### src/rtl/mem_arb_pkg.sv
// Shared types and defaults for the scratch memory arbiter.
// The matrix controller and the SPI bridge import this package as well.
package mem_arb_pkg;

  typedef enum logic [1:0] {
    REQ_NONE = 2'd0,
    REQ_AW   = 2'd1,
    REQ_HW   = 2'd2,
    REQ_HR   = 2'd3
  } req_e;

  localparam int ARB_ADDR_SIZE    = 10;
  localparam int ARB_WORD_SIZE    = 16;
  localparam int ARB_STARVE_LIMIT = 4;
  localparam logic [ARB_ADDR_SIZE-1:0] ARB_ZERO_ADDR = '1;

endpackage

### src/rtl/arb_starve_cnt.sv
// Per-requester starvation counter. The requester is promoted once it has lost
// STARVE_LIMIT consecutive arbitration cycles.
module arb_starve_cnt #(
  parameter int STARVE_LIMIT = 4
) (
  input  logic clk,
  input  logic reset_n,
  input  logic valid_i,
  input  logic granted_i,
  input  logic hold_i,
  output logic promoted_o
);

  localparam int CW = $clog2(STARVE_LIMIT + 1);
  localparam logic [CW-1:0] LIMIT_C = CW'(STARVE_LIMIT);

  logic [CW-1:0] cnt_q, cnt_d;

  // While the array lock is high, the count is frozen so the lock neither helps nor hurts the host.
  always_comb begin
    cnt_d = cnt_q;
    if (hold_i) begin
      cnt_d = cnt_q;
    end else if (!valid_i || granted_i) begin
      cnt_d = {CW{1'b0}};
    end else if (cnt_q != LIMIT_C) begin
      cnt_d = cnt_q + {{(CW-1){1'b0}}, 1'b1};
    end else begin
      cnt_d = cnt_q;
    end
  end

  // Counter register.
  always_ff @(posedge clk or negedge reset_n) begin
    if (!reset_n) begin
      cnt_q <= {CW{1'b0}};
    end else begin
      cnt_q <= cnt_d;
    end
  end

  assign promoted_o = (cnt_q == LIMIT_C);

endmodule

### src/rtl/scratch_mem_arbiter.sv
// Single-port scratch RAM arbiter: array writeback, host write and host read,
// with starvation promotion for the host ports and an array burst lock.
module scratch_mem_arbiter
  import mem_arb_pkg::*;
#(
  parameter int ADDR_SIZE    = ARB_ADDR_SIZE,
  parameter int WORD_SIZE    = ARB_WORD_SIZE,
  parameter int STARVE_LIMIT = ARB_STARVE_LIMIT,
  parameter logic [ADDR_SIZE-1:0] ZERO_ADDR = ARB_ZERO_ADDR
) (
  input  logic                 clk,
  input  logic                 reset_n,
  input  logic                 aw_valid,
  output logic                 aw_ready,
  input  logic [ADDR_SIZE-1:0] aw_addr,
  input  logic [WORD_SIZE-1:0] aw_data,
  input  logic                 a_lock,
  input  logic                 hw_valid,
  output logic                 hw_ready,
  input  logic [ADDR_SIZE-1:0] hw_addr,
  input  logic [WORD_SIZE-1:0] hw_data,
  input  logic                 hr_valid,
  output logic                 hr_ready,
  input  logic [ADDR_SIZE-1:0] hr_addr,
  output logic                 hr_rvalid,
  output logic [WORD_SIZE-1:0] hr_rdata,
  output logic                 m_en,
  output logic                 m_we,
  output logic [ADDR_SIZE-1:0] m_addr,
  output logic [WORD_SIZE-1:0] m_wdata,
  input  logic [WORD_SIZE-1:0] m_rdata,
  output logic                 busy
);

  req_e                 grant_s;
  logic                 hw_prom_s, hr_prom_s;
  logic [ADDR_SIZE-1:0] sel_addr_s;
  logic [WORD_SIZE-1:0] sel_data_s;
  logic                 sel_wr_s;
  logic                 sel_zero_s;

  logic                 m_en_q, m_en_d;
  logic                 m_we_q, m_we_d;
  logic [ADDR_SIZE-1:0] m_addr_q, m_addr_d;
  logic [WORD_SIZE-1:0] m_wdata_q, m_wdata_d;
  logic                 rd_pend_q, rd_pend_d;
  logic                 rd_zero_q, rd_zero_d;
  logic                 hr_rvalid_q, hr_rvalid_d;
  logic [WORD_SIZE-1:0] hr_rdata_q, hr_rdata_d;
  logic                 busy_q, busy_d;

  arb_starve_cnt #(.STARVE_LIMIT(STARVE_LIMIT)) u_hw_starve (
    .clk        (clk),
    .reset_n    (reset_n),
    .valid_i    (hw_valid),
    .granted_i  (grant_s == REQ_HW),
    .hold_i     (a_lock),
    .promoted_o (hw_prom_s)
  );

  arb_starve_cnt #(.STARVE_LIMIT(STARVE_LIMIT)) u_hr_starve (
    .clk        (clk),
    .reset_n    (reset_n),
    .valid_i    (hr_valid),
    .granted_i  (grant_s == REQ_HR),
    .hold_i     (a_lock),
    .promoted_o (hr_prom_s)
  );

  // Priority: promoted HW, promoted HR, AW, HW, HR; the lock shuts out both host ports.
  always_comb begin
    grant_s = REQ_NONE;
    if (!a_lock && hw_prom_s && hw_valid) begin
      grant_s = REQ_HW;
    end else if (!a_lock && hr_prom_s && hr_valid) begin
      grant_s = REQ_HR;
    end else if (aw_valid) begin
      grant_s = REQ_AW;
    end else if (!a_lock && hw_valid) begin
      grant_s = REQ_HW;
    end else if (!a_lock && hr_valid) begin
      grant_s = REQ_HR;
    end else begin
      grant_s = REQ_NONE;
    end
  end

  assign aw_ready = reset_n & (grant_s == REQ_AW);
  assign hw_ready = reset_n & (grant_s == REQ_HW);
  assign hr_ready = reset_n & (grant_s == REQ_HR);

  // Mux the winning requester's address and data.
  always_comb begin
    sel_addr_s = {ADDR_SIZE{1'b0}};
    sel_data_s = {WORD_SIZE{1'b0}};
    sel_wr_s   = 1'b0;
    case (grant_s)
      REQ_AW: begin
        sel_addr_s = aw_addr;
        sel_data_s = aw_data;
        sel_wr_s   = 1'b1;
      end
      REQ_HW: begin
        sel_addr_s = hw_addr;
        sel_data_s = hw_data;
        sel_wr_s   = 1'b1;
      end
      REQ_HR: begin
        sel_addr_s = hr_addr;
        sel_data_s = {WORD_SIZE{1'b0}};
        sel_wr_s   = 1'b0;
      end
      default: begin
        sel_addr_s = {ADDR_SIZE{1'b0}};
        sel_data_s = {WORD_SIZE{1'b0}};
        sel_wr_s   = 1'b0;
      end
    endcase
  end

  assign sel_zero_s = (sel_addr_s == ZERO_ADDR);

  // Next state of the RAM port and read return pipeline. Accesses to the zero-point
  // hole never reach the RAM; a hole read returns zero on the normal read timing.
  // m_rdata is sampled during the cycle the read is presented on m_*.
  always_comb begin
    m_en_d      = (grant_s != REQ_NONE) && !sel_zero_s;
    m_we_d      = sel_wr_s && !sel_zero_s;
    m_addr_d    = m_en_d ? sel_addr_s : m_addr_q;
    m_wdata_d   = m_we_d ? sel_data_s : m_wdata_q;
    rd_pend_d   = (grant_s == REQ_HR);
    rd_zero_d   = (grant_s == REQ_HR) && sel_zero_s;
    hr_rvalid_d = rd_pend_q;
    if (rd_pend_q) begin
      hr_rdata_d = rd_zero_q ? {WORD_SIZE{1'b0}} : m_rdata;
    end else begin
      hr_rdata_d = hr_rdata_q;
    end
    busy_d = m_en_d | rd_pend_d;
  end

  // RAM port and read pipeline registers; a read in flight is discarded on reset.
  always_ff @(posedge clk or negedge reset_n) begin
    if (!reset_n) begin
      m_en_q      <= 1'b0;
      m_we_q      <= 1'b0;
      m_addr_q    <= {ADDR_SIZE{1'b0}};
      m_wdata_q   <= {WORD_SIZE{1'b0}};
      rd_pend_q   <= 1'b0;
      rd_zero_q   <= 1'b0;
      hr_rvalid_q <= 1'b0;
      hr_rdata_q  <= {WORD_SIZE{1'b0}};
      busy_q      <= 1'b0;
    end else begin
      m_en_q      <= m_en_d;
      m_we_q      <= m_we_d;
      m_addr_q    <= m_addr_d;
      m_wdata_q   <= m_wdata_d;
      rd_pend_q   <= rd_pend_d;
      rd_zero_q   <= rd_zero_d;
      hr_rvalid_q <= hr_rvalid_d;
      hr_rdata_q  <= hr_rdata_d;
      busy_q      <= busy_d;
    end
  end

  assign m_en      = m_en_q;
  assign m_we      = m_we_q;
  assign m_addr    = m_addr_q;
  assign m_wdata   = m_wdata_q;
  assign hr_rvalid = hr_rvalid_q;
  assign hr_rdata  = hr_rdata_q;
  assign busy      = busy_q;

endmodule

### config.mk
export PLATFORM = sky130hd
export DESIGN_NAME = scratch_mem_arbiter
export DESIGN_NICKNAME = d
export VERILOG_FILES = /design/src/rtl/mem_arb_pkg.sv /design/src/rtl/arb_starve_cnt.sv /design/src/rtl/scratch_mem_arbiter.sv
export SDC_FILE = /design/constraint.sdc
export NUM_CORES = 1
export LEC_CHECK = 0
export ABC_AREA = 1
export CAP_MARGIN = 10
export CORE_MARGIN = 5
export CORE_UTILIZATION = 45
export CTS_CLUSTER_DIAMETER = 40
export DETAILED_ROUTE_END_ITERATION = 10
export PLACE_DENSITY = 0.9
export SLEW_MARGIN = 20
export SYNTH_ARGS = -nofsm -noshare
export SYNTH_HDL_FRONTEND = slang
export SYNTH_SLANG_ARGS = --single-unit
### constraint.sdc
create_clock -name clk -period 6.3 [get_ports clk]
set_input_delay 0.945 -clock clk [delete_from_list [all_inputs] [get_ports clk]]
set_output_delay 0.945 -clock clk [all_outputs]
set_load 0.02 [all_outputs]
# Word-level counts from Yosys, hierarchy flattened
# Index checks and enable logic that the tools add are counted.
totals:
  output_inout_bits: 49
  regBits: 54
  input_bits: 84
classes:
  add_sub_neg: 2
  n_mux: 13
  n_bitwise: 5
  reduce_logical: 21
  n_eq_ne: 8
ops:
  columns: ["op", "n"]
  rows:
  - ["case mux 16 bit (2 select lines)", 1]
  - ["case mux 10 bit (3 select lines)", 1]
  - ["2-to-1 mux 16 bit", 1]
  - ["2-to-1 mux 3 bit", 4]
  - ["equality test 10 bit (second input constant)", 1]
  - ["2-to-1 mux 2 bit", 5]
  - ["logical AND 1 bit", 9]
  - ["adder 3 x 1 -> 3 bit (second input constant)", 2]
  - ["equality test 3 bit (second input constant)", 2]
  - ["!= test 3 bit (second input constant)", 2]
  - ["nonzero test 2 bit", 3]
  - ["equality test 2 bit (second input constant)", 2]
  - ["logical NOT 1 bit", 4]
  - ["AND reduction 2 bit", 2]
  - ["AND 1 bit", 3]
  - ["equality test 2 x 1 -> 1 bit (second input constant)", 1]
  - ["logical OR 1 bit", 2]
  - ["OR reduction 2 bit", 1]
  - ["2-to-1 mux 1 bit", 1]
  - ["NOT 1 bit", 1]
  - ["bitwise OR 1 bit", 1]

# Depth between registers and ports, before layout
depth:
  depth_word: 13
  mapped_depth: 22
  ltp_nobuf: 18

# By module
# From an unflattened synthesis, not the netlist that was laid out.
unflattened:
  hier_cells: 369
  hier_area_um2: 2980.4
by_module_without_submodules:
  columns: ["mod", "area_per_inst_um2", "seq_area_each_um2", "n_inst", "cells_per_inst"]
  rows:
  - ["scratch_mem_arbiter", 2572.5, 1201.2, 1, 311]
  - ["arb_starve_cnt", 203.9, 75.1, 2, 29]

# Least setup slack after synthesis
# No wires, ideal clock.
synth_timing:
  kind: "input to output"
  start: "input a_lock"
  end: "output aw_ready"
  path_stages: 11
  slack_ps: 2939
  path_buffers: 3
  required_ps: 5355
  arrival_time_ps: 2416
  cell_sequence: "inv_2 -> nand3_1 -> nand3_4 -> nand2_1 -> inv_1 -> ha_1 -> buf_2 -> buf_2 -> buf_1 -> nand2_1 -> inv_1"
synth_between:
  elab_chain_len: 9
synth_lines:
  columns: ["item", "line_no", "text"]
  rows:
  - ["start: declaration", "scratch_mem_arbiter.sv:17", "input logic a_lock,"]
  - ["logical NOT 1 bit (*)", null, null]
  - ["logical AND 1 bit", "scratch_mem_arbiter.sv:81", "end else if (!a_lock && hr_valid) begin"]
  - ["2-to-1 mux 2 bit", "scratch_mem_arbiter.sv:81", null]
  - ["2-to-1 mux 2 bit", "scratch_mem_arbiter.sv:79", "end else if (!a_lock && hw_valid) begin"]
  - ["2-to-1 mux 2 bit", "scratch_mem_arbiter.sv:77", "end else if (aw_valid) begin"]
  - ["2-to-1 mux 2 bit", "scratch_mem_arbiter.sv:75", "end else if (!a_lock && hr_prom_s && hr_valid) begin"]
  - ["2-to-1 mux 2 bit (*)", "scratch_mem_arbiter.sv:73", "if (!a_lock && hw_prom_s && hw_valid) begin"]
  - ["equality test 2 x 1 -> 1 bit (*)", "scratch_mem_arbiter.sv:88", "assign aw_ready = reset_n & (grant_s == REQ_AW);"]
  - ["AND 1 bit (*)", "scratch_mem_arbiter.sv:88", null]
  - ["end: declaration", "scratch_mem_arbiter.sv:14", "output logic aw_ready,"]
# Mark *: on every way between the ends. The rest lies on a longest branch, timed or not.

# Worst setup path after layout
# Ends and elaborated chain as after synthesis.

==> impl_metrics.yaml <==
synthesis:
  ys_types: 25
  syn_nets: 439
  seq_area_frac_synth_pct: 46.31
  synth_seq_cells: 54
  yosysWarningCount: 0
  syn_area_per_cell_um2: 8.384
  netlist_instances: 348
  netlist_area_um2: 2918
route:
  antenna_left: 0
  wl_per_cell_um: 13.65
  remaining_drc_errors: 0
  first_iter_violations: 106
  finalWirelength_um: 7495
  drt_pass1_iterations: 6
  vias: 2785
  vias_per_cell: 5.073
critical_path:
  ff2ff_path_depth: 17
  arrival_ns: 3.26
  cp-start-kind: "primary input"
  regToRegSetupSlack_ns: 2.88
  critPathKind: "in2out"
  endpoint_kind: "output port"
  r2r-end: "m_wdata[0]$_DFFE_PN0P_"
  cp.required_ns: 5.35
  crit_fanout: 27
  r2r_start: "u_hw_starve.cnt_q[0]$_DFFE_PN0P_"
final_layout:
  final_common_cell: "clkdlybuf4s50_1"
  nFillCells: 512
  num_antenna_cells: 0
  utilization_pct: 68.45
  syn_to_final_growth_pct: 48.11
  regArea_um2: 1351
  fin_nets: 562
  drive_gt1_share_pct: 6.568
  final_cell_mix: "clkdlybuf4s50_1, nand2_1, dfrtp_1"
  multi_input_comb_area_um2: 1245
hold_path:
  worstHoldStart: "m_wdata[3]$_DFFE_PN0P_"
  hold_path.class: "reg2reg"
  min_to: "m_wdata[3]$_DFFE_PN0P_"
  min_delay_path_depth: 2
global_routing:
  overflow: 0
  grtUsageTotal_pct: 17.75
  grt_pass1_vias: 2660
  grt_pass1_wl_um: 12280
  grt_antenna_before_repair: 0
  grt_max_degree: 37
sta:
  period_minus_slack_ns: 4.208
  grt_setup_unrepaired: "false"
  fmax_mhz: 237.6
  finalSetupViolations: 0
  tns_ns: 0
  clock-skew-final_ns: 0.003809
  worst_slew_pin_slew_ns: 0.8041
  fin_crit_sh_pct: 66.79
  finalHoldViolCount: 0
  final_max_slew_viol_count: 0
  slew_headroom_pct: 46.39
  hold_ws_ns: 0.4751
power:
  power_density_nw_per_um2: 246.0
  ir_worst_vdd_v: 0.0001474
  p_leak_uw: 0.002076
floorplanning:
  io_pins: 133
  fp.dieH_um: 90.53
  die_w_um: 90.53
  core_um2: 6314
  die_area_um2: 8195
  floorplan.initialDensity_pct: 46.21
  rows: 29
placement:
  dp.final_hpwl_um: 6011
  gp_congestion: 0.8292
  portBuffers: 132
clocking:
  hold_buffers: 0
  cts_buffers: 5
  h-tree-depth: 2
  clock_path_buffers: 2
  cts_sinks: 54
  cts_tree: "yes"
  post-cts-setup-buffers: 0
  cts-root-buf: "clkbuf_8"
  path_clk_slew_ns: 0.09
  clk_latency_ns: 0.29
  cts_resized: 0
outcome:
  status: "completed"
flow_run:
  drv_cap: 0
==> sequential cells by signal (all words and copies together) (netlist names) <==
name / flops
hr_rdata: 16
busy: 1
m_addr: 10
rd_zero_q: 1
hr_rvalid_d: 1
m_wdata: 16
hr_rvalid: 1
m_en: 1
u_hw_starve.cnt_q: 3
m_we: 1
u_hr_starve.cnt_q: 3
==> how the worst max path moves through the flow <==
stage | startpoint | cells after the start | end
detailed placement | a_lock | 15 | m_wdata[1]$_DFFE_PN0P_
finish | a_lock | 10 | aw_ready
CTS | a_lock | 10 | aw_ready
floorplan | a_lock | 11 | aw_ready
global route | hr_valid | 12 | aw_ready
global placement | a_lock | 10 | hw_ready
==> layer usage <==
layer  up-vias  global-route usage, %  part of all wire, %
met3        13                  4.083                  7.6
met5         -                      0                    0
met2       109                  32.45                   50
li1       1376                      -                    -
met4         0                  3.722                  1.3
met1      1287                  21.02                   41
==> worst max-delay path, stage by stage <==
cell             delay, ns
clkdlybuf4s50_1       0.56
inv_2                 0.09
nand3_2               0.21
nand3_1               0.15
inv_1                 0.12
ha_1                  0.15
buf_4                 0.28
nand2_1               0.08
inv_1                 0.06
clkdlybuf4s50_1       0.59
==> per-stage QoR <==
step           worst slack [ns]  power [uW]  std cells  cell area [um^2]
3_3_place_gp              2.183       868.3        541              4230
3_5_place_dp              1.989       884.6        541              4230
2_1_floorplan             2.939       665.8        348              2918
6_report                  2.092        1063        549              4322
5_1_grt                   1.940        1128        549              4322
4_1_cts                   2.071        1075        549              4322
==> layout make-up <==
| class | instances | area share, % |
|---|---|---|
| clock buffers | 7 | 1.998 |
| repair buffers | 135 | 30.98 |
| multi-input cells | 222 | 28.81 |
| inverters | 53 | 4.603 |
| well taps | 77 | 2.229 |
| flip-flops and latches | 54 | 31.27 |
| clock inverters | 1 | 0.1158 |
==> synth_stat cells, drive strengths merged <==
cell type / count / area (um^2)
clkinv: 1 / 3.750
ha: 7 / 87.58
xor2: 2 / 17.52
a21oi: 7 / 35.03
o21ai: 21 / 105.1
o21bai: 2 / 15.01
nand4: 8 / 50.05
buf: 14 / 103.8
clkbuf: 5 / 18.77
nand3: 52 / 295.3
nor2: 13 / 53.80
inv: 52 / 195.2
a22o: 26 / 227.7
dfrtp: 54 / 1351
nand2: 84 / 357.8
==> kinds of logic (layout without fill, tap and decap cells) <==
group	after synthesis	count (layout)	share of synthesized area (%)
xor gates and xnor gates	2	2	0.6005
AOI/OAI and AO/OA	56	56	13.12
adders and majority gates	7	7	3.002
and+or+nand+nor	157	157	25.94
DFF	54	54	46.31
buffers and inverters	72	196	11.02
==> power by group <==
part	internal (uW)	switching [uW]
Sequential	413	39.5
Combinational	206	215
Clock	88.8	101
Note: power is estimated with default switching activity, not from simulation.
